[src/rtl/cp0_interrupt_unit.sv]
// Coprocessor-0 for the 5-stage MIPS pipeline: status/cause/EPC/handler-base registers,
// external interrupt synchronisation and latching, and PC redirect on interrupt entry or ERET.
module cp0_interrupt_unit #(
    parameter logic [31:0] HANDLER_RST = 32'h0000_0008,
    parameter int          SYNC_STAGES = 2
) (
    input  logic        clk,
    input  logic        rst,
    input  logic        en,
    input  logic [1:0]  oper,
    input  logic [4:0]  addr_r,
    output logic [31:0] data_r,
    input  logic [4:0]  addr_w,
    input  logic [31:0] data_w,
    input  logic [31:0] ret_addr,
    input  logic        ret_valid,
    input  logic        ir_en,
    input  logic        ir_in,
    output logic        jump_en,
    output logic [31:0] jump_addr,
    output logic        in_service
);

    typedef enum logic [1:0] {
        OP_NONE  = 2'd0,
        OP_STORE = 2'd1,
        OP_ERET  = 2'd2,
        OP_RSVD  = 2'd3
    } cp_oper_e;

    localparam logic [4:0] ADDR_SR    = 5'd12;
    localparam logic [4:0] ADDR_CAUSE = 5'd13;
    localparam logic [4:0] ADDR_EPC   = 5'd14;
    localparam logic [4:0] ADDR_EHBR  = 5'd15;

    cp_oper_e op;
    assign op = cp_oper_e'(oper);

    logic [SYNC_STAGES-1:0] sync_q;
    logic                   edge_hist_q;
    logic                   sync_out;
    logic                   ir_edge;

    logic        sr_ie_q;
    logic [31:0] epc_q;
    logic [31:0] ehbr_q;
    logic        pending_q;
    logic        in_service_q;

    logic        op_none;
    logic        do_store;
    logic        do_eret;
    logic        do_take;

    // Synchroniser and edge history run regardless of en so that no edge is lost while stalled.
    // NOTE: sequential state uses non-blocking assignments so every flop samples pre-edge values.
    always_ff @(posedge clk) begin
        if (rst) begin
            sync_q      <= '0;
            edge_hist_q <= 1'b0;
        end else begin
            sync_q      <= {sync_q[SYNC_STAGES-2:0], ir_in};
            edge_hist_q <= sync_out;
        end
    end

    assign sync_out = sync_q[SYNC_STAGES-1];
    assign ir_edge  = sync_out & ~edge_hist_q;

    assign op_none  = (op == OP_NONE) || (op == OP_RSVD);
    assign do_store = en && (op == OP_STORE);
    assign do_eret  = en && (op == OP_ERET);
    assign do_take  = en && pending_q && sr_ie_q && ir_en && !in_service_q && ret_valid && op_none;

    // A fresh edge wins over the clear on take, so an interrupt arriving during entry stays pending.
    always_ff @(posedge clk) begin
        if (rst) begin
            pending_q <= 1'b0;
        end else if (ir_edge) begin
            pending_q <= 1'b1;
        end else if (do_take) begin
            pending_q <= 1'b0;
        end
    end

    always_ff @(posedge clk) begin
        if (rst) begin
            in_service_q <= 1'b0;
        end else if (do_take) begin
            in_service_q <= 1'b1;
        end else if (do_eret) begin
            in_service_q <= 1'b0;
        end
    end

    always_ff @(posedge clk) begin
        if (rst) begin
            sr_ie_q <= 1'b0;
            epc_q   <= '0;
            ehbr_q  <= HANDLER_RST;
        end else begin
            if (do_store && addr_w == ADDR_SR) begin
                sr_ie_q <= data_w[0];
            end
            if (do_take) begin
                epc_q <= ret_addr;
            end else if (do_store && addr_w == ADDR_EPC) begin
                epc_q <= data_w;
            end
            if (do_store && addr_w == ADDR_EHBR) begin
                ehbr_q <= {data_w[31:2], 2'b00};
            end
        end
    end

    // NOTE: every always_comb output is given a default first so no path can infer a latch.
    always_comb begin
        jump_en   = 1'b0;
        jump_addr = '0;
        if (do_take) begin
            jump_en   = 1'b1;
            jump_addr = ehbr_q;
        end else if (do_eret) begin
            jump_en   = 1'b1;
            jump_addr = epc_q;
        end
    end

    // CAUSE is read-only, so a store aimed at it has nothing to forward.
    always_comb begin
        data_r = '0;
        unique case (addr_r)
            ADDR_SR:    data_r = {31'b0, sr_ie_q};
            ADDR_CAUSE: data_r = {in_service_q, 20'b0, pending_q, 10'b0};
            ADDR_EPC:   data_r = epc_q;
            ADDR_EHBR:  data_r = ehbr_q;
            default:    data_r = '0;
        endcase
        if (do_store && addr_w == addr_r) begin
            unique case (addr_w)
                ADDR_SR:   data_r = {31'b0, data_w[0]};
                ADDR_EPC:  data_r = data_w;
                ADDR_EHBR: data_r = {data_w[31:2], 2'b00};
                default:   ;
            endcase
        end
    end

    assign in_service = in_service_q;

endmodule

[config.mk]
export PLATFORM = sky130hd
export DESIGN_NAME = cp0_interrupt_unit
export DESIGN_NICKNAME = d
export VERILOG_FILES = /design/src/rtl/cp0_interrupt_unit.sv
export SDC_FILE = /design/constraint.sdc
export NUM_CORES = 1
export LEC_CHECK = 0
export CAP_MARGIN = 20
export CORE_ASPECT_RATIO = 1.1
export CORE_MARGIN = 2
export CORE_UTILIZATION = 46
export CTS_BUF_LIST = sky130_fd_sc_hd__clkbuf_4 sky130_fd_sc_hd__clkbuf_8
export DETAILED_ROUTE_END_ITERATION = 16
export PLACE_DENSITY = 0.84
export SLEW_MARGIN = 0
export SYNTH_ARGS = -nofsm -noshare
export SYNTH_HDL_FRONTEND = slang
export SYNTH_SLANG_ARGS = --single-unit
[constraint.sdc]
create_clock -name clk -period 2.3 [get_ports clk]
set_clock_uncertainty 0.1 [all_clocks]
set_input_delay 0.345 -clock clk [delete_from_list [all_inputs] [get_ports clk]]
set_output_delay 0.345 -clock clk [all_outputs]
set_load 0.01 [all_outputs]
==> flow_metrics.env, run 1 <==
export IMPL_status="completed"
export IMPL_drt_first_pass_iters=6
export IMPL_cp_required_ns=1.86
export IMPL_finalNetCount=795
export IMPL_peakVddDrop_mv=0.335
export IMPL_finalCritPeriodShare=0.998
export IMPL_die_y_um=102
export IMPL_setup_violations_final=0
export IMPL_synthesis_area_um2=3990
export IMPL_cp_arrival_ns=1.85
export IMPL_power_density_nw_per_um2=441
export IMPL_dieArea_um2=9430
export IMPL_hold_ws_ns=0.331
export IMPL_p_leak_nw=2.64
export IMPL_grt_pass1_wl_um=24200
export IMPL_yosys_area_share_xor_xnor=0.00439
export IMPL_rsz0062_at_grt="true"
export IMPL_synth_nets=625
export IMPL_drtAntennaViolNets=0
export IMPL_hold_viol=0
export IMPL_hold_depth=5
export IMPL_hp_class="in2reg"
export IMPL_reg2regPathDepth=8
export IMPL_rows=35
export IMPL_cts_tree="done"
export IMPL_synthDistinctLibCells=44
export IMPL_syn_area_per_cell_um2=7.37
export IMPL_synth_edf_count=0
export IMPL_end_kind="output port"
export IMPL_timing_fmax_ghz=0.436
export IMPL_r2r_slack_ns=0.16
export IMPL_wl_per_cell_um=19.2
export IMPL_yosys_area_top_type="dfxtp_1"
export IMPL_finalPower_mw=2.73
export IMPL_timing_rr_start="in_service"
export IMPL_slew_headroom=0.645
export IMPL_synth_yosys_warnings=0
export IMPL_min_from="oper[1]"
export IMPL_synth_compound_area_frac=0.191
export IMPL_synthCells=541
export IMPL_via_count=4945
export IMPL_cts_root_buf="clkbuf_8"
export IMPL_synth_top_area_frac=0.341
export IMPL_hold_buffers=0
export IMPL_period_minus_slack_ns=2.30
export IMPL_drv_cap=0
export IMPL_final_setup_worst_slack_ns=0.00399
export IMPL_crit_type="in2out"
export IMPL_cp_start_kind="input pin"
export IMPL_synthSimpleGateAreaFrac=0.302
export IMPL_synth_most_common_cell="nand2_1"
export IMPL_synthTopCellsByCount="189 x nand2_1, 68 x dfxtp_1, 34 x nor2_1"
export IMPL_ys_ff_latch=68
export IMPL_ioPinCount=148
export IMPL_pwr_share_clk=0.449
export IMPL_grt_antenna_before_repair=0
export IMPL_r2r_end="epc_q[0]"
export IMPL_vias_per_cell=5.98
export IMPL_ctsHtreeMaxLevel=3
export IMPL_crit_fanout=7
export IMPL_core_um2=8410
export IMPL_yosys_most_used_dff="dfxtp_1"
export IMPL_drtIter0Drc=386
export IMPL_p_seq_frac=0.435
export IMPL_async_flop_share=0
export IMPL_syn2layout_area_growth_pct=55.2
export IMPL_pre_cts_ws_ns=-0.701
export IMPL_cts_num_sinks=68
export IMPL_worst_pin_slew_ns=0.533
export IMPL_synthAdderAreaFrac=0.00627
export IMPL_ys_seq_area_frac=0.341
export IMPL_wl_um=15800
export IMPL_grt_ovfl_total=0
export IMPL_clk_pin_slew_ns=0.08
export IMPL_grt_max_degree=32
export IMPL_routabilityCongestion=0.901
export IMPL_n_antenna_cell=0
export IMPL_maxSlewViolCount=0
export IMPL_grt_use_total=0.325
export IMPL_drive_gt1_frac=0.254
export IMPL_clockBufferDepth=2
export IMPL_internal_power_mw=2.07
export IMPL_p_switching_mw=0.658
export IMPL_clk_latency_ns=0.35
export IMPL_drc=0
export IMPL_grt_pass1_vias=4822
export IMPL_synthMuxAreaShare=0.0838
export IMPL_ys_top_cells_by_area="dfxtp_1 34%, nand2_1 18%, mux2i_1 7.5%"
export IMPL_holdPathEnd="in_service"
export IMPL_swShare=0.241
export IMPL_fin_util=0.736
export IMPL_comb_power_share=0.116
export IMPL_portBuffers=147
export IMPL_dieWidth_um=92.8
export IMPL_synth_top_family_by_area="simple AND/OR/NAND/NOR gates"
export IMPL_initial_core_util=0.474
export IMPL_cts_buffers=9
export IMPL_dpl_hpwl_um=9440
==> worst max-delay path, cell delays in order <==
cell and delay (ns):
dlygate4sd2_1 0.27, xor2_2 0.20, nor3_4 0.14, nor3b_4 0.28
buf_6 0.18, buf_8 0.14, o2bb2ai_1 0.12, buf_2 0.15
==> placed cells by master, fill, tap and decap left out, types with 2 or more instances in the layout <==
| master | Yosys | layout |
|---|---|---|
| clkbuf_2 | 1 | 5 |
| and3_1 | 3 | 2 |
| dlymetal6s2s_1 | 0 | 3 |
| mux2_2 | 3 | 3 |
| mux2i_1 | 30 | 30 |
| o2bb2ai_1 | 26 | 16 |
| buf_4 | 1 | 39 |
| clkbuf_8 | 0 | 9 |
| a311oi_1 | 32 | 32 |
| a21oi_1 | 31 | 31 |
| clkinv_2 | 0 | 2 |
| nand3_1 | 31 | 31 |
| o2bb2ai_2 | 2 | 10 |
| ha_4 | 0 | 2 |
| a21o_1 | 2 | 2 |
| buf_6 | 7 | 13 |
| nor2b_1 | 5 | 5 |
| nor2_1 | 34 | 34 |
| clkdlybuf4s50_1 | 0 | 66 |
| dlygate4sd2_1 | 0 | 9 |
| nand2_1 | 189 | 187 |
| nand3b_1 | 2 | 2 |
| a211oi_1 | 2 | 2 |
| buf_2 | 17 | 57 |
| clkinvlp_4 | 0 | 2 |
| buf_16 | 0 | 3 |
| bufinv_16 | 0 | 3 |
| buf_8 | 0 | 2 |
| a22oi_1 | 2 | 2 |
| buf_12 | 0 | 9 |
| dfxtp_1 | 68 | 68 |
| o2bb2ai_4 | 0 | 2 |
| nand4b_1 | 2 | 2 |
==> flip-flops by register name, summed over array words and instances (netlist names) <==
| signal | cells |
|---|---|
| in_service | 1 |
| sr_ie_q | 1 |
| sync_q | 2 |
| ehbr_q | 30 |
| epc_q | 32 |
| pending_q | 1 |
| edge_hist_q | 1 |
==> through the flow <==
stage / instances / cell area [µm²] / setup TNS, ns
floorplan: 541 / 3990 / 0
global placement: 791 / 5750 / -40.11
detailed placement: 791 / 5750 / -45.99
CTS: 826 / 6180 / -0.00712
global route: 827 / 6190 / -0.225
finish: 827 / 6190 / 0
==> power by group through the flow <==
stage | combinational, mW | sequential [mW] | clock [mW]
after detailed placement | 0.289 | 1.21 | 0
after global routing | 0.331 | 1.19 | 1.28
final | 0.315 | 1.19 | 1.23
after floorplan | 0.0851 | 1.21 | 0
after global placement | 0.287 | 1.21 | 0
after CTS | 0.297 | 1.19 | 1.20
==> what timing repair did <==
| item | CTS | global route |
|---|---|---|
| setup buffers | 11 | 4 |
| pin swaps | 5 | 8 |
| endpoints found under the setup margin | 65 | 65 |
| cloned | 8 | 2 |
| gates resized for setup | 282 | 53 |
==> per-layer routing <==
layer	GRT usage	up-vias	share of wire
met5	0	-	0
met4	0.145	0	0.047
met3	0.0632	65	0.095
met2	0.562	314	0.49
met1	0.393	2334	0.36
li1	-	2232	-
==> area by class of cell <==
class | instances | area (µm²)
Inverter | 3 | 13.8
Timing Repair Buffer | 210 | 1900
Clock buffer | 9 | 124
Clock inverter | 7 | 115
Sequential cell | 68 | 1360
Fill cell | 626 | 2220
Tap cell | 111 | 139
Multi-Input combinational cell | 419 | 2540
==> kinds of logic (layout without fill, tap and decap cells) <==
group	count (synthesis)	count (layout)
AO/OA/AOI/OAI	100	100
XOR/XNOR	2	2
adder cells (fa/ha/maj)	2	2
buffers and inverters	54	229
flip-flops	68	68
multiplexers	33	33
AND/OR/NAND/NOR	282	282
==> worst max-delay path by stage <==
stage | from | to | slack, ns | cells past startpoint
2_1_floorplan | oper[0] | jump_addr[23] | 0.28 | 9
3_3_place_gp | oper[0] | jump_en | -0.64 | 9
3_5_place_dp | oper[0] | data_r[1] | -0.70 | 8
4_1_cts | ir_en | jump_addr[24] | -0.005 | 8
5_1_grt | en | data_r[20] | -0.04 | 8
6_report | addr_r[1] | data_r[20] | 0.004 | 8
No activity file was read; power rests on OpenSTA's default activity.
==> run 2, diff against run 1 <==
CORE_MARGIN = unset   (was 2)
TNS_END_PERCENT = 50   (was unset)
==> run 2 against run 1 <==
- final cell count stayed put
- hold slack better by 0.033 ns
- clock power is 21% lower
- non-clock buffer count stayed put
- combinational power is 2% lower
- largest cell class unchanged
- global-route usage is 0.79 points lower
- count of clock-buffer cells in the layout is 2 higher
- worst setup slack better by 0.054 ns
- flip-flop and latch count stayed put
==> flow_metrics.env, run 2 (synthesized netlist as in run 1, its figures left out) <==
export IMPL_tns_ns=0
export IMPL_critical_path_buf_inv_count=5
export IMPL_maxSlewViolCount=0
export IMPL_cts_num_sinks=68
export IMPL_top_regs="epc_q (32), ehbr_q (30), sync_q (2)"
export IMPL_cts_tree="done"
export IMPL_grt_max_degree=43
export IMPL_p_leak_nw=2.63
export IMPL_grt_pass1_wl_um=22900
export IMPL_dpl_hpwl_um=9740
export IMPL_finalNetCount=795
export IMPL_rows=35
export IMPL_cts_buffers=9
export IMPL_hp_class="reg2reg"
export IMPL_drt_first_pass_iters=5
export IMPL_fin_util=0.729
export IMPL_crit_type="in2out"
export IMPL_core_um2=8410
export IMPL_dieWidth_um=90.8
export IMPL_die_y_um=99.7
export IMPL_grt_antenna_before_repair=0
export IMPL_grt_ovfl_total=0
export IMPL_timing_fmax_ghz=0.446
export IMPL_setup_violations_final=0
export IMPL_drc=0
export IMPL_pwr_share_clk=0.393
export IMPL_hold_buffers=0
export IMPL_vias_per_cell=5.88
export IMPL_portBuffers=147
export IMPL_period_minus_slack_ns=2.24
export IMPL_routabilityCongestion=0.897
export IMPL_cts_root_buf="clkbuf_8"
export IMPL_final_cell_mix="182 x nand2_1, 68 x dfxtp_1, 66 x clkdlybuf4s50_1, 62 x buf_2, 38 x buf_4"
export IMPL_grt_pass1_vias=4848
export IMPL_wl_per_cell_um=18.3
export IMPL_ioPinCount=148
export IMPL_status="completed"
export IMPL_cp_arrival_ns=1.80
export IMPL_p_switching_mw=0.590
export IMPL_crit_top_cell="nand2_2"
export IMPL_ctsHtreeMaxLevel=3
export IMPL_initial_core_util=0.474
export IMPL_worst_pin_slew_ns=0.579
export IMPL_rsz0062_at_grt="true"
export IMPL_syn2layout_area_growth_pct=53.7
export IMPL_peakVddDrop_mv=0.275
export IMPL_dieArea_um2=9050
export IMPL_drtAntennaViolNets=0
export IMPL_crit_path_cell_trace="clkbuf_2, inv_1, ha_1, and4_4, and4b_2, buf_8, buf_16, nand2_2, nand2_2, buf_2"
export IMPL_drive_gt1_frac=0.261
export IMPL_finalCritPeriodShare=0.975
export IMPL_grt_use_total=0.317
export IMPL_max_flop_register="epc_q"
export IMPL_max_stage_delay_ns=0.27
export IMPL_cp_start_kind="input pin"
export IMPL_cp_required_ns=1.86
export IMPL_n_antenna_cell=0
export IMPL_drv_cap=0
export IMPL_clockBufferDepth=2
export IMPL_layout_commonest_cell="nand2_1"
export IMPL_wl_um=15100
export IMPL_slew_headroom=0.614
export IMPL_power_density_nw_per_um2=402
export IMPL_crit_fanout=5
export IMPL_crit_family="simple AND/OR/NAND/NOR gates"
export IMPL_comb_power_share=0.125
export IMPL_p_seq_frac=0.482
export IMPL_critPathSlowestCell="and4b_2"
export IMPL_largest_register_ffs=32
export IMPL_end_kind="output port"
export IMPL_clk_latency_ns=0.33
export IMPL_via_count=4860
export IMPL_clk_pin_slew_ns=0.07
export IMPL_drtIter0Drc=329
export IMPL_hold_viol=0
export IMPL_internal_power_mw=1.87
export IMPL_swShare=0.240
[run 2: cell count changes in the layout (fill, tap and decap cells not counted), moves of 3 or more]
cell,delta
nand3_2,+3
nand2_2,+5
clkbuf_2,-3
buf_6,-4
buf_2,+5
buf_8,+3
nand2_1,-5
[run 2: repair_timing]
| item | CTS | global route |
|---|---|---|
| endpoints found under the setup margin | 65 | 61 |
| buffers inserted | 6 | 3 |
| gates resized for setup | 304 | 41 |
| gates cloned | 5 | 2 |
| pin swaps | 6 | 8 |
[run 2: path summary, 6_finish.rpt]
check | cells after the start | slack, ns | start | endpoint
min reg2reg | 1 | 0.36 | sync_q[0] | sync_q[1]
max reg2reg | 6 | 0.66 | in_service | epc_q[1]
max | 10 | 0.06 | oper[0] | jump_addr[3]
min | 1 | 0.36 | sync_q[0] | sync_q[1]
[run 2: layout make-up]
| cell class | instances | area, µm² |
|---|---|---|
| timing repair buffer | 210 | 1900 |
| tap | 111 | 139 |
| fill | 619 | 2280 |
| multi-input combinational | 419 | 2530 |
| sequential | 68 | 1360 |
| clock inverter | 5 | 52.6 |
| inverter | 3 | 11.3 |
| clock buffer | 11 | 139 |
[run 2: per-stage QoR]
| step | cells | area, µm² | setup WS (ns) | hold slack [ns] | total power [mW] |
|---|---|---|---|---|---|
| global placement | 797 | 5780 | -0.700 | 0.324 | 1.50 |
| finish | 827 | 6130 | 0.0578 | 0.364 | 2.46 |
| detailed placement | 797 | 5780 | -0.733 | 0.329 | 1.51 |
| floorplan | 541 | 3990 | 0.281 | 0.314 | 1.30 |
| global route | 827 | 6130 | -0.0223 | 0.374 | 2.54 |
| CTS | 824 | 5920 | -0.0746 | 0.345 | 2.45 |
[run 2: power groups by stage]
| stage | Clock, mW | Sequential [mW] | Combinational [mW] |
|---|---|---|---|
| finish | 0.967 | 1.19 | 0.309 |
| global route | 1.03 | 1.19 | 0.322 |
| CTS | 0.967 | 1.19 | 0.299 |
| detailed placement | 0 | 1.21 | 0.294 |
| global placement | 0 | 1.21 | 0.291 |
| floorplan | 0 | 1.21 | 0.0851 |
[run 2: routing by layer]
metal | global-route usage | routed length, µm
met1 | 0.356 | 5690
met2 | 0.561 | 7610
met3 | 0.0665 | 1170
met4 | 0.175 | 632
met5 | 0 | 0
==> run 3, diff against run 2 <==
ABC_AREA = 1   (was unset)
CORE_UTILIZATION = 48   (was 46)
PLACE_DENSITY = 0.85   (was 0.84)
SLEW_MARGIN = 5   (was 0)
==> run 3 against run 2 <==
- the run now ends with setup timing left
- via count up 21%
- cell area increased by 12%
- global-route usage increased by 3.6 points
- critical path type unchanged
- critical endpoint is now data_r[31]
==> flow_metrics.env, run 3 <==
export IMPL_cp_depth=10
export IMPL_synthCells=708
export IMPL_routabilityCongestion=0.995
export IMPL_synth_edf_count=0
export IMPL_die_y_um=102
export IMPL_synth_nets=792
export IMPL_setup_violations_final=1
export IMPL_drtIter0Drc=412
export IMPL_pre_cts_ws_ns=-0.623
export IMPL_yosys_most_used_dff="dfxtp_1"
export IMPL_drtAntennaViolNets=0
export IMPL_violations="setup timing"
export IMPL_clk_pin_slew_ns=0.07
export IMPL_grt_antenna_before_repair=0
export IMPL_synthDistinctLibCells=27
export IMPL_grt_max_degree=38
export IMPL_vias_per_cell=5.73
export IMPL_n_antenna_cell=0
export IMPL_dieArea_um2=9510
export IMPL_dieWidth_um=93.1
export IMPL_crit_fanout=12
export IMPL_wl_um=17200
export IMPL_power_density_nw_per_um2=370
export IMPL_max_flop_register="epc_q"
export IMPL_grt_use_total=0.353
export IMPL_tns_ns=-0.0114
export IMPL_layout_commonest_cell="nand2_1"
export IMPL_clockBufferDepth=2
export IMPL_finalNetCount=989
export IMPL_grt_ovfl_total=0
export IMPL_synth_most_common_cell="nand2_1"
export IMPL_cp_required_ns=1.86
export IMPL_reg2regPathDepth=9
export IMPL_rsz0062_at_grt="true"
export IMPL_syn2layout_area_growth_pct=56.2
export IMPL_crit_family="buffers and inverters"
export IMPL_grt_pass1_vias=5696
export IMPL_drive_gt1_frac=0.227
export IMPL_finalCritPeriodShare=1.00
export IMPL_ioPinCount=148
export IMPL_ctsHtreeMaxLevel=3
export IMPL_core_um2=8870
export IMPL_worst_pin_slew_ns=0.428
export IMPL_top_regs="epc_q (32), ehbr_q (30), sync_q (2)"
export IMPL_wl_per_cell_um=16.9
export IMPL_drv_cap=0
export IMPL_cts_num_sinks=68
export IMPL_ys_top_cells_by_area="dfxtp_1 31%, nand2_1 16%, o21ai_0 12%"
export IMPL_crit_path_start="addr_r[2]"
export IMPL_peakVddDrop_mv=0.331
export IMPL_period_minus_slack_ns=2.31
export IMPL_yosys_area_top_type="dfxtp_1"
export IMPL_critPathSlowestCell="dlygate4sd2_1"
export IMPL_ys_seq_area_frac=0.311
export IMPL_drt_first_pass_iters=5
export IMPL_fill_cells=622
export IMPL_hold_viol=0
export IMPL_timing_rr_start="sr_ie_q"
export IMPL_synth_yosys_warnings=0
export IMPL_crit_type="in2out"
export IMPL_initial_core_util=0.493
export IMPL_maxSlewViolCount=0
export IMPL_dpl_hpwl_um=10700
export IMPL_synthesis_area_um2=4380
export IMPL_portBuffers=147
export IMPL_drc=0
export IMPL_end_kind="output port"
export IMPL_hold_buffers=0
export IMPL_max_stage_delay_ns=0.25
export IMPL_critical_path_buf_inv_count=5
export IMPL_cts_buffers=9
export IMPL_hold_ws_ns=0.299
export IMPL_rows=36
export IMPL_slew_headroom=0.715
export IMPL_cp_start_kind="input pin"
export IMPL_clk_latency_ns=0.35
export IMPL_final_setup_worst_slack_ns=-0.0114
export IMPL_final_cell_mix="171 x nand2_1, 86 x o21ai_0, 73 x inv_1, 70 x nand3_1, 68 x clkdlybuf4s50_1"
export IMPL_status="finished, violations left"
export IMPL_p_leak_nw=3.09
export IMPL_cts_tree="done"
export IMPL_timing_fmax_ghz=0.433
export IMPL_via_count=5859
export IMPL_synth_top_area_frac=0.311
export IMPL_async_flop_share=0
export IMPL_hp_class="in2reg"
export IMPL_cp_arrival_ns=1.87
export IMPL_cts_root_buf="clkbuf_8"
export IMPL_grt_pass1_wl_um=26200
export IMPL_crit_path_cell_trace="dlygate4sd2_1, buf_4, xor2_1, nor2_2, buf_6, buf_12, nand3_2, nand3_1, nand2_1, clkdlybuf4s15_2"
export IMPL_largest_register_ffs=32
export IMPL_hold_depth=4
export IMPL_ys_ff_latch=68
export IMPL_synthTopCellsByCount="181 x nand2_1, 103 x o21ai_0, 77 x inv_1"
export IMPL_syn_area_per_cell_um2=6.18
export IMPL_min_from="rst"
==> run 3: cell types whose count changed in the layout (fill, tap and decap cells not counted), sizes merged, moves of 11 or more <==
cell           change
o21ai            +118
inv               +77
nand3             +41
a311oi            -32
nand4             +32
a21oi             +31
mux2i             -30
o2bb2ai           -28
nor2              -14
dlygate4sd2       +13
clkdlybuf4s15     +11
==> run 3: layout make-up <==
cell class | instances | area [µm²] | area share
clock buffers | 11 | 151 | 0.0221
clock inverters | 4 | 25.0 | 0.00366
inverters | 80 | 305 | 0.0446
multi-input cells | 504 | 2520 | 0.368
flip-flops and latches | 68 | 1360 | 0.199
well taps | 114 | 143 | 0.0209
repair buffers | 242 | 2340 | 0.342
==> run 3: logic make-up (layout without fill, tap and decap cells) <==
| family | after synthesis | count (layout) | share of synthesized area |
|---|---|---|---|
| simple gates | 315 | 315 | 0.324 |
| compound gates | 184 | 184 | 0.212 |
| buf+inv | 136 | 337 | 0.141 |
| flops | 68 | 68 | 0.311 |
| xor+xnor | 3 | 3 | 0.00600 |
| fa+ha+maj | 2 | 2 | 0.00572 |
==> run 3: routing by layer <==
| layer | GRT usage | wire length, µm | up-vias |
|---|---|---|---|
| met5 | 0 | 0 | - |
| met4 | 0.254 | 973 | 0 |
| met3 | 0.0796 | 1500 | 93 |
| met2 | 0.642 | 8590 | 374 |
| met1 | 0.357 | 6190 | 2647 |
| li1 | - | - | 2745 |
==> run 3: where the power goes <==
group	leakage (nW)	internal (mW)	switching [mW]	total, mW
registers	0.549	1.18	0.00335	1.19
logic	2.46	0.225	0.211	0.436
clock network	0.0872	0.440	0.465	0.905
==> run 3: final timing paths <==
check	endpoint	slack (ns)
max	data_r[31]	-0.01
min reg2reg	sync_q[1]	0.30
min	ehbr_q[23]	0.30
max reg2reg	epc_q[31]	0.32
==> run 3: worst reg2reg max path, stage by stage (launching register included) <==
cell,delay [ns]
dfxtp_1,0.40
nand2_1,0.09
nor2_2,0.15
nand2_4,0.11
buf_4,0.17
bufbuf_16,0.28
buf_4,0.14
o21ai_0,0.21
nand2_1,0.11
a21oi_1,0.16
==> run 3: per-stage QoR <==
stage / util / instance area (µm²) / power, mW / cells
global placement: 0.712 / 6310 / 1.57 / 980
finish: 0.771 / 6840 / 2.53 / 1023
detailed placement: 0.712 / 6310 / 1.57 / 980
floorplan: - / 4380 / 1.34 / 708
CTS: 0.767 / 6810 / 2.48 / 1020
global route: 0.771 / 6840 / 2.61 / 1023
==> run 3: timing repair <==
item / in CTS / in global routing
gates cloned: 5 / 1
setup buffers: 20 / 3
resized for setup: 252 / 55
setup endpoints to repair: 65 / 59
pin swaps: 8 / 7
hold endpoints to repair: 0 / 0
